File: src/rtl/operand_frame_loader.sv
// operand_frame_loader
// Collects four operand words plus a select bit from a valid/ready stream.
// Once the last word of a frame arrives, it commits all five values to the
// outputs together. The committed set is then held stable with ops_valid
// high for HOLD_CYCLES clocks. Staging registers are kept separate from the
// committed outputs, so a partial frame never disturbs what downstream sees.
//
//  state   | meaning
//  --------+------------------------------------------------------------
//  IDLE    | waiting for a frame-start word (in_first=1)
//  COLLECT | data_a staged; gathering words b, c, then d (d commits)
//  HOLD    | committed set presented with ops_valid; input stalled
module operand_frame_loader #(
  parameter int WIDTH       = 4,
  parameter int HOLD_CYCLES = 2
) (
  input  logic             clk,
  input  logic             reset,
  input  logic [WIDTH-1:0] in_data,
  input  logic             in_first,
  input  logic             in_sel,
  input  logic             in_valid,
  output logic             in_ready,
  output logic [WIDTH-1:0] data_a,
  output logic [WIDTH-1:0] data_b,
  output logic [WIDTH-1:0] data_c,
  output logic [WIDTH-1:0] data_d,
  output logic             sel,
  output logic             ops_valid,
  output logic             busy,
  output logic             frame_err
);

  typedef enum logic [1:0] {
    IDLE    = 2'd0,
    COLLECT = 2'd1,
    HOLD    = 2'd2
  } state_t;

  localparam logic [3:0] HOLD_LOAD = 4'(HOLD_CYCLES - 1);

  state_t           state;
  state_t           state_nxt;
  logic [1:0]       idx;
  logic [3:0]       hold_cnt;
  logic [WIDTH-1:0] stage_a;
  logic [WIDTH-1:0] stage_b;
  logic [WIDTH-1:0] stage_c;

  logic xfer;
  logic load_first;
  logic load_mid;
  logic commit;
  logic err_nxt;

  assign in_ready = (state != HOLD);
  assign busy     = (state != IDLE);
  assign xfer     = in_valid & in_ready;

  // State register.
  always_ff @(posedge clk or negedge reset) begin
    if (!reset) state <= IDLE;
    else        state <= state_nxt;
  end

  // Next-state decode and per-edge action strobes.
  always_comb begin
    state_nxt  = state;
    load_first = 1'b0;
    load_mid   = 1'b0;
    commit     = 1'b0;
    err_nxt    = 1'b0;
    case (state)
      IDLE: begin
        if (xfer) begin
          if (in_first) begin
            load_first = 1'b1;
            state_nxt  = COLLECT;
          end else begin
            // A word with no frame start is dropped.
            err_nxt = 1'b1;
          end
        end
      end
      COLLECT: begin
        if (xfer) begin
          if (in_first) begin
            // Restart: the new word becomes data_a and the old partial frame is dropped.
            load_first = 1'b1;
            err_nxt    = 1'b1;
          end else if (idx == 2'd3) begin
            commit    = 1'b1;
            state_nxt = HOLD;
          end else begin
            load_mid = 1'b1;
          end
        end
      end
      HOLD: begin
        if (hold_cnt == 4'd0) state_nxt = IDLE;
      end
      default: state_nxt = IDLE;
    endcase
  end

  // Staging registers and word index within the frame.
  always_ff @(posedge clk or negedge reset) begin
    if (!reset) begin
      idx     <= 2'd0;
      stage_a <= '0;
      stage_b <= '0;
      stage_c <= '0;
    end else if (load_first) begin
      stage_a <= in_data;
      idx     <= 2'd1;
    end else if (load_mid) begin
      if (idx == 2'd1) stage_b <= in_data;
      else             stage_c <= in_data;
      idx <= idx + 2'd1;
    end else if (commit) begin
      idx <= 2'd0;
    end
  end

  // Committed outputs, the hold down-counter and ops_valid.
  always_ff @(posedge clk or negedge reset) begin
    if (!reset) begin
      data_a    <= '0;
      data_b    <= '0;
      data_c    <= '0;
      data_d    <= '0;
      sel       <= 1'b0;
      ops_valid <= 1'b0;
      hold_cnt  <= 4'd0;
    end else if (commit) begin
      data_a    <= stage_a;
      data_b    <= stage_b;
      data_c    <= stage_c;
      data_d    <= in_data;
      sel       <= in_sel;
      ops_valid <= 1'b1;
      hold_cnt  <= HOLD_LOAD;
    end else if (state == HOLD) begin
      if (hold_cnt == 4'd0) ops_valid <= 1'b0;
      else                  hold_cnt  <= hold_cnt - 4'd1;
    end
  end

  // One-clock framing-error pulse.
  always_ff @(posedge clk or negedge reset) begin
    if (!reset) frame_err <= 1'b0;
    else        frame_err <= err_nxt;
  end

endmodule
File: config.mk
export PLATFORM = sky130hd
export DESIGN_NAME = operand_frame_loader
export DESIGN_NICKNAME = d
export VERILOG_FILES = /design/src/rtl/operand_frame_loader.sv
export SDC_FILE = /design/constraint.sdc
export NUM_CORES = 1
export LEC_CHECK = 0
export CAP_MARGIN = 20
export CORE_MARGIN = 2
export CORE_UTILIZATION = 25
export CTS_CLUSTER_DIAMETER = 30
export DETAILED_ROUTE_END_ITERATION = 7
export MAX_ROUTING_LAYER = met4
export PLACE_DENSITY = 0.46
export SYNTH_ARGS = -nofsm -noshare
export SYNTH_HDL_FRONTEND = slang
export SYNTH_SLANG_ARGS = --single-unit
File: constraint.sdc
create_clock -name clk -period 1.6 [get_ports clk]
set_clock_uncertainty 0.1 [all_clocks]
set_input_delay 0.32 -clock clk [delete_from_list [all_inputs] [get_ports clk]]
set_output_delay 0.32 -clock clk [all_outputs]
set_load 0.02 [all_outputs]
==> reports/metrics.yaml, run 1 <==
status: "finished, violations left"
failed_checks: "negative setup slack"
yosysSeqAreaShare_pct: 57.02
reg2reg_to: "stage_b[0]$_DFFE_PN0P_"
grt_overflow: 0
grt_max_degree: 22
p_per_area_nw_per_um2: 1724
final_core_util_pct: 34.30
core_area_sq_um: 6719
avgSynthCellArea_sq_um: 13.92
p_leak_nw: 1.095
worstPathMaxFanout: 4
rr_worst_depth: 5
endpoint: "stage_b[0]$_DFFE_PN0P_"
r2r_slack_ns: -0.07
rsz0062_at_grt: "yes"
synth_seq_cells: 39
wl_microns: 3641
placed_cells: 243
fmax_ghz: 0.5991
grt_pass1_vias: 1208
criticalPathCategory: "flop to flop"
grt_pass1_wl_microns: 6085
dp_hpwl_microns: 2564
drc: 0
numCtsBuffers: 5
viasPerCell: 4.412
fin_cells: 255
crit-reg2reg-launch: "state[1]$_DFFE_PN0P_"
placed_cell_area_sq_um: 2172
io_buffers: 29
finalCritPeriodShare_pct: 104.3
synth_ff_type: "dfrtp_1"
arrival_ns: 1.74
ys.warnings.count: 0
drt_pass1_iterations: 4
p_total_mw: 3.974
cts_tree: "yes"
ant_nets: 0
startpoint_type: "flop"
clock_sinks: 39
design_area_sq_um: 2305
ir_worst_vdd_mv: 0.6000
rows: 30
drive_above_1_share_pct: 38.86
place_congestion: 0.7722
setup_viol: 9
hold_class: "flop to flop"
startpoint: "state[1]$_DFFE_PN0P_"
synth_edf_count: 0
worst_slack_ns: -0.06913
syn_inst: 123
vias: 1125
fin_nets: 188
ios: 30
die_height_microns: 86.75
clock_path_buffers: 2
track_usage_pct: 11.08
syn_nets: 136
timing.hold.ws_ns: 0.3978
clk-insertion-delay-late_ns: 0.28
drtIter0Drc: 18
dieArea_sq_um: 7525
nFillCells: 664
worstMarginPinSlew_ns: 0.4951
cp.required_ns: 1.67
h-tree-depth: 2
hold_viol: 0
cts-root-buf: "clkbuf_8"
antenna_found_initial: 0
chipWidth_microns: 86.75
crit_path_end_kind: "flop"
maxSlewViolCount: 0
syn_to_final_growth_pct: 34.65
synthArstFlopShare_pct: 100.0
slew_headroom_pct: 66.99
start_util_pct: 25.47
path_clk_slew_ns: 0.07
syn_area_sq_um: 1712
maxCapViolCount: 0
antenna_cells: 0
wl_per_cell_microns: 14.28
final.min_clock_period_ns: 1.669
ys_types: 31
## how the worst min path moves through the flow
stage	start	end	slack, ns	cells past startpoint
finish	ops_valid$_DFFE_PN0P_	ops_valid$_DFFE_PN0P_	0.40	2
global route	stage_a[0]$_DFFE_PN0P_	data_a[0]$_DFFE_PN0P_	0.42	1
CTS	ops_valid$_DFFE_PN0P_	ops_valid$_DFFE_PN0P_	0.41	2
detailed placement	reset	ops_valid$_DFFE_PN0P_	0.21	1
global placement	reset	data_d[3]$_DFFE_PN0P_	0.20	1
floorplan	reset	data_a[0]$_DFFE_PN0P_	-0.08	0
## cell usage after synthesis (all sizes together), types with 2 or more instances
cell,number,area [sq um]
a21oi,4,20.02
buf,3,30.03
dfrtp,39,975.9
ha,4,50.05
inv,5,18.76
mux2,29,371.6
nand2,6,30.03
nand2b,2,12.51
nand4b,2,17.52
nor2,7,26.28
nor2b,3,21.27
o21ai,4,20.02
or3,2,12.51
## registers in the layout, indices dropped and copies added (netlist names), 2 cells and up
name,flops
data_a,4
data_b,4
data_c,4
data_d,4
hold_cnt,4
idx,2
stage_a,4
stage_b,4
stage_c,4
state,2
## power by group
part / leakage, nW / total, mW / switching (mW) / internal [mW]
logic: 0.565 / 1.62 / 0.766 / 0.858
registers: 0.482 / 1.69 / 0.288 / 1.40
clock network: 0.0470 / 0.661 / 0.323 / 0.338
## placed cells by master, fill, tap and decap left out, types with 2 or more instances in the layout
master	n
o21ai_0	4
ha_1	3
dfrtp_1	39
inv_1	3
inv_2	2
mux2_2	16
clkdlybuf4s50_1	7
buf_4	16
a21oi_1	3
mux2_4	13
or3_1	2
nor2b_1	2
dlygate4sd2_1	19
clkbuf_8	6
nand2b_1	2
buf_6	2
nand2_1	5
buf_2	3
nand4b_1	2
nor2_1	7
## critical path, stage by stage (launching register included)
cell	delay (ns)
dfrtp_1	0.41
buf_6	0.12
and4bb_4	0.36
nand3b_1	0.13
buf_6	0.15
mux2_4	0.28
## through the flow
| stage | worst slack [ns] | setup TNS [ns] |
|---|---|---|
| 5_1_grt | -0.1078 | -0.8090 |
| 4_1_cts | -0.04560 | -0.2707 |
| 3_5_place_dp | -0.3757 | -9.252 |
| 3_3_place_gp | -0.3560 | -8.442 |
| 6_report | -0.06913 | -0.3323 |
| 2_1_floorplan | 0.09534 | 0 |
## kinds of logic after synthesis
logic type | share of synthesized area [%]
xor+xnor | 0.5118
mux | 21.71
buf+inv | 2.850
flops | 57.02
simple gates | 10.02
fa+ha+maj | 2.924
compound gates | 4.972
## area by class of cell
cell class | count | area, sq um | area share (%)
inverters | 5 | 18.77 | 0.8143
repair buffers | 48 | 404.1 | 17.54
flip-flops and latches | 39 | 975.9 | 42.35
multi-input cells | 76 | 718.2 | 31.16
clock inverters | 1 | 5.005 | 0.2172
well taps | 80 | 100.1 | 4.343
clock buffers | 6 | 82.58 | 3.583
## layer usage
layer	vias up	part of all wire, %	wire length, microns	track usage [%]
li1	530	-	-	-
met3	4	3.8	138	3.524
met4	0	1.9	68	4.261
met5	-	0	0	-
met2	27	45	1637	16.43
met1	564	49	1797	14.11
## repair_timing
action	CTS	global route
setup endpoints to repair	40	23
endpoints found under the hold margin	19	0
pin swaps	1	0
setup buffers	3	1
cloned	0	0
hold buffers	1	0
gates resized for setup	31	5
Note: power is estimated with default switching activity, not from simulation.
==> inputs of run 2 (changes only) <==
- CORE_MARGIN: 2 -> default
==> run 2 against run 1 <==
Against the previous run:
- the run still ends with negative setup slack left
- first-iteration DRC count increased to 3.3 times the previous value
- via count decreased by 0.62%
- routed wire length decreased by 3.8%
- critical path depth unchanged
- cell count decreased by 2.7%
- non-clock buffer count decreased by 6
- sequential power about the same
- design area decreased by 0.98%
- critical path type unchanged
- largest power group unchanged
==> reports/metrics.yaml, run 2 (same netlist as run 1, synthesis figures left out) <==
clock_sinks: 39
holdPathStages: 2
grtUsageMet3_pct: 3.736
hold_class: "flop to flop"
grtUsageMet1_pct: 13.73
maxCapViolCount: 0
antenna_cells: 0
busiest_layer: "met2"
p_sw_share_pct: 34.86
ios: 30
status: "finished, violations left"
maxSlewViolCount: 0
h-tree-depth: 2
fmax_ghz: 0.6221
antenna_found_initial: 0
wl_microns: 3501
p_per_area_nw_per_um2: 1718
clock_path_buffers: 2
cts_tree: "yes"
rows: 29
p_switching_mw: 1.367
rsz0062_at_grt: "yes"
drc: 0
chipWidth_microns: 84.75
crit_slowest_cell: "dfrtp_1"
clk-insertion-delay-late_ns: 0.29
clkPwrFrac_pct: 16.2
cp.required_ns: 1.68
drt_pass1_iterations: 6
die_height_microns: 84.75
path_clk_slew_ns: 0.08
place_congestion: 0.8234
io_buffers: 29
rr_worst_depth: 5
grt_pass1_wl_microns: 5740
worst_slack_ns: -0.007437
internal_power_mw: 2.554
dieArea_sq_um: 7182
viasPerCell: 4.508
min_from: "ops_valid$_DFFE_PN0P_"
worstPathMaxFanout: 6
dp_hpwl_microns: 2389
slew_headroom_pct: 66.46
path_cells: "buf_6, and4bb_4, buf_12, nand2_4, mux2_4"
drtIter0Drc: 59
grt_max_degree: 40
final_core_util_pct: 35.14
hold_viol: 0
min_to: "ops_valid$_DFFE_PN0P_"
arrival_ns: 1.69
setup_viol: 8
grt_overflow: 0
nFillCells: 634
tns_ns: -0.03113
cts-root-buf: "clkbuf_8"
r2r_slack_ns: -0.007
track_usage_pct: 11.02
p_leak_nw: 1.077
vias: 1118
seq_power_share_pct: 42.8
worstMarginPinSlew_ns: 0.5031
crit-reg2reg-launch: "state[1]$_DFFE_PN0P_"
layout_common_cells: "39 x dfrtp_1, 19 x dlygate4sd2_1, 17 x mux2_2, 12 x mux2_4, 9 x buf_4"
core_area_sq_um: 6495
crit_path_end_kind: "flop"
final.min_clock_period_ns: 1.607
drive_above_1_share_pct: 36.26
ant_nets: 0
start_util_pct: 26.35
failed_checks: "negative setup slack"
met2_usage_pct: 15.74
fin_nets: 183
wl_per_cell_microns: 14.12
ir_worst_vdd_mv: 0.5779
p_comb_share_pct: 41.0
grt_pass1_vias: 1141
startpoint_type: "flop"
final_common_cell: "dfrtp_1"
syn_to_final_growth_pct: 33.33
numCtsBuffers: 5
finalCritPeriodShare_pct: 100.5
criticalPathCategory: "flop to flop"
max_stage_delay_ns: 0.40
reg2reg_to: "data_a[1]$_DFFE_PN0P_"
[run 2: changes by cell type in the layout (fill, tap and decap cells not counted), sizes merged]
cell    change
buf         -6
clkbuf      +1
nand2       +1
[run 2: how the worst max path moves through the flow]
stage | cells past startpoint | from | end | slack (ns)
6_report | 5 | state[1]$_DFFE_PN0P_ | data_a[1]$_DFFE_PN0P_ | -0.007
5_1_grt | 4 | state[1]$_DFFE_PN0P_ | stage_b[2]$_DFFE_PN0P_ | -0.06
4_1_cts | 4 | state[1]$_DFFE_PN0P_ | data_b[3]$_DFFE_PN0P_ | -0.04
3_5_place_dp | 5 | in_valid | stage_a[3]$_DFFE_PN0P_ | -0.30
3_3_place_gp | 4 | in_first | stage_b[2]$_DFFE_PN0P_ | -0.30
2_1_floorplan | 4 | state[1]$_DFFE_PN0P_ | data_a[2]$_DFFE_PN0P_ | 0.1
[run 2: routing by layer]
metal	part of all wire, %	vias up
met5	0	-
met4	2.6	0
met3	4.6	7
met2	47	35
met1	45	554
li1	-	522
[run 2: critical path, delay by kind of cell (launching register included)]
family,cells,cell delay [ns]
buffers and inverters,2,0.25
DFF,1,0.40
muxes,1,0.31
and+or+nand+nor,2,0.44
[run 2: through the flow]
step | instance area, sq um | hold slack (ns) | setup slack, ns | instances | total power, mW
4_1_cts | 2221 | 0.4041 | -0.03566 | 246 | 3.883
5_1_grt | 2282 | 0.4239 | -0.06463 | 248 | 4.217
2_1_floorplan | 1712 | -0.07559 | 0.09534 | 123 | 2.673
3_3_place_gp | 2138 | 0.3033 | -0.2976 | 236 | 3.325
6_report | 2282 | 0.3970 | -0.007437 | 248 | 3.921
3_5_place_dp | 2138 | 0.3122 | -0.2982 | 236 | 3.376
[run 2: what timing repair did]
| action | 4_1_cts | 5_1_grt |
|---|---|---|
| setup endpoints to repair | 41 | 21 |
| pin swaps | 1 | 1 |
| setup buffers | 1 | 1 |
| gates resized for setup | 31 | 7 |
| endpoints found under the hold margin | 8 | 0 |
| cloned | 0 | 1 |
| hold buffers | 1 | 0 |
[run 2: cell type report]
class / count / area (sq um) / area share (%)
Timing Repair Buffer: 42 / 377.9 / 16.56
Tap cell: 77 / 96.34 / 4.221
Inverter: 5 / 18.77 / 0.8224
Multi-Input combinational cell: 77 / 732.0 / 32.07
Sequential cell: 39 / 975.9 / 42.76
Clock buffer: 7 / 76.32 / 3.344
Clock inverter: 1 / 5.005 / 0.2193
[run 2: power by group through the flow]
stage | Combinational, mW | Clock (mW) | Sequential, mW
floorplan | 0.796 | 0 | 1.88
global placement | 1.64 | 0 | 1.68
detailed placement | 1.69 | 0 | 1.69
CTS | 1.55 | 0.662 | 1.67
global route | 1.76 | 0.719 | 1.74
finish | 1.61 | 0.637 | 1.68
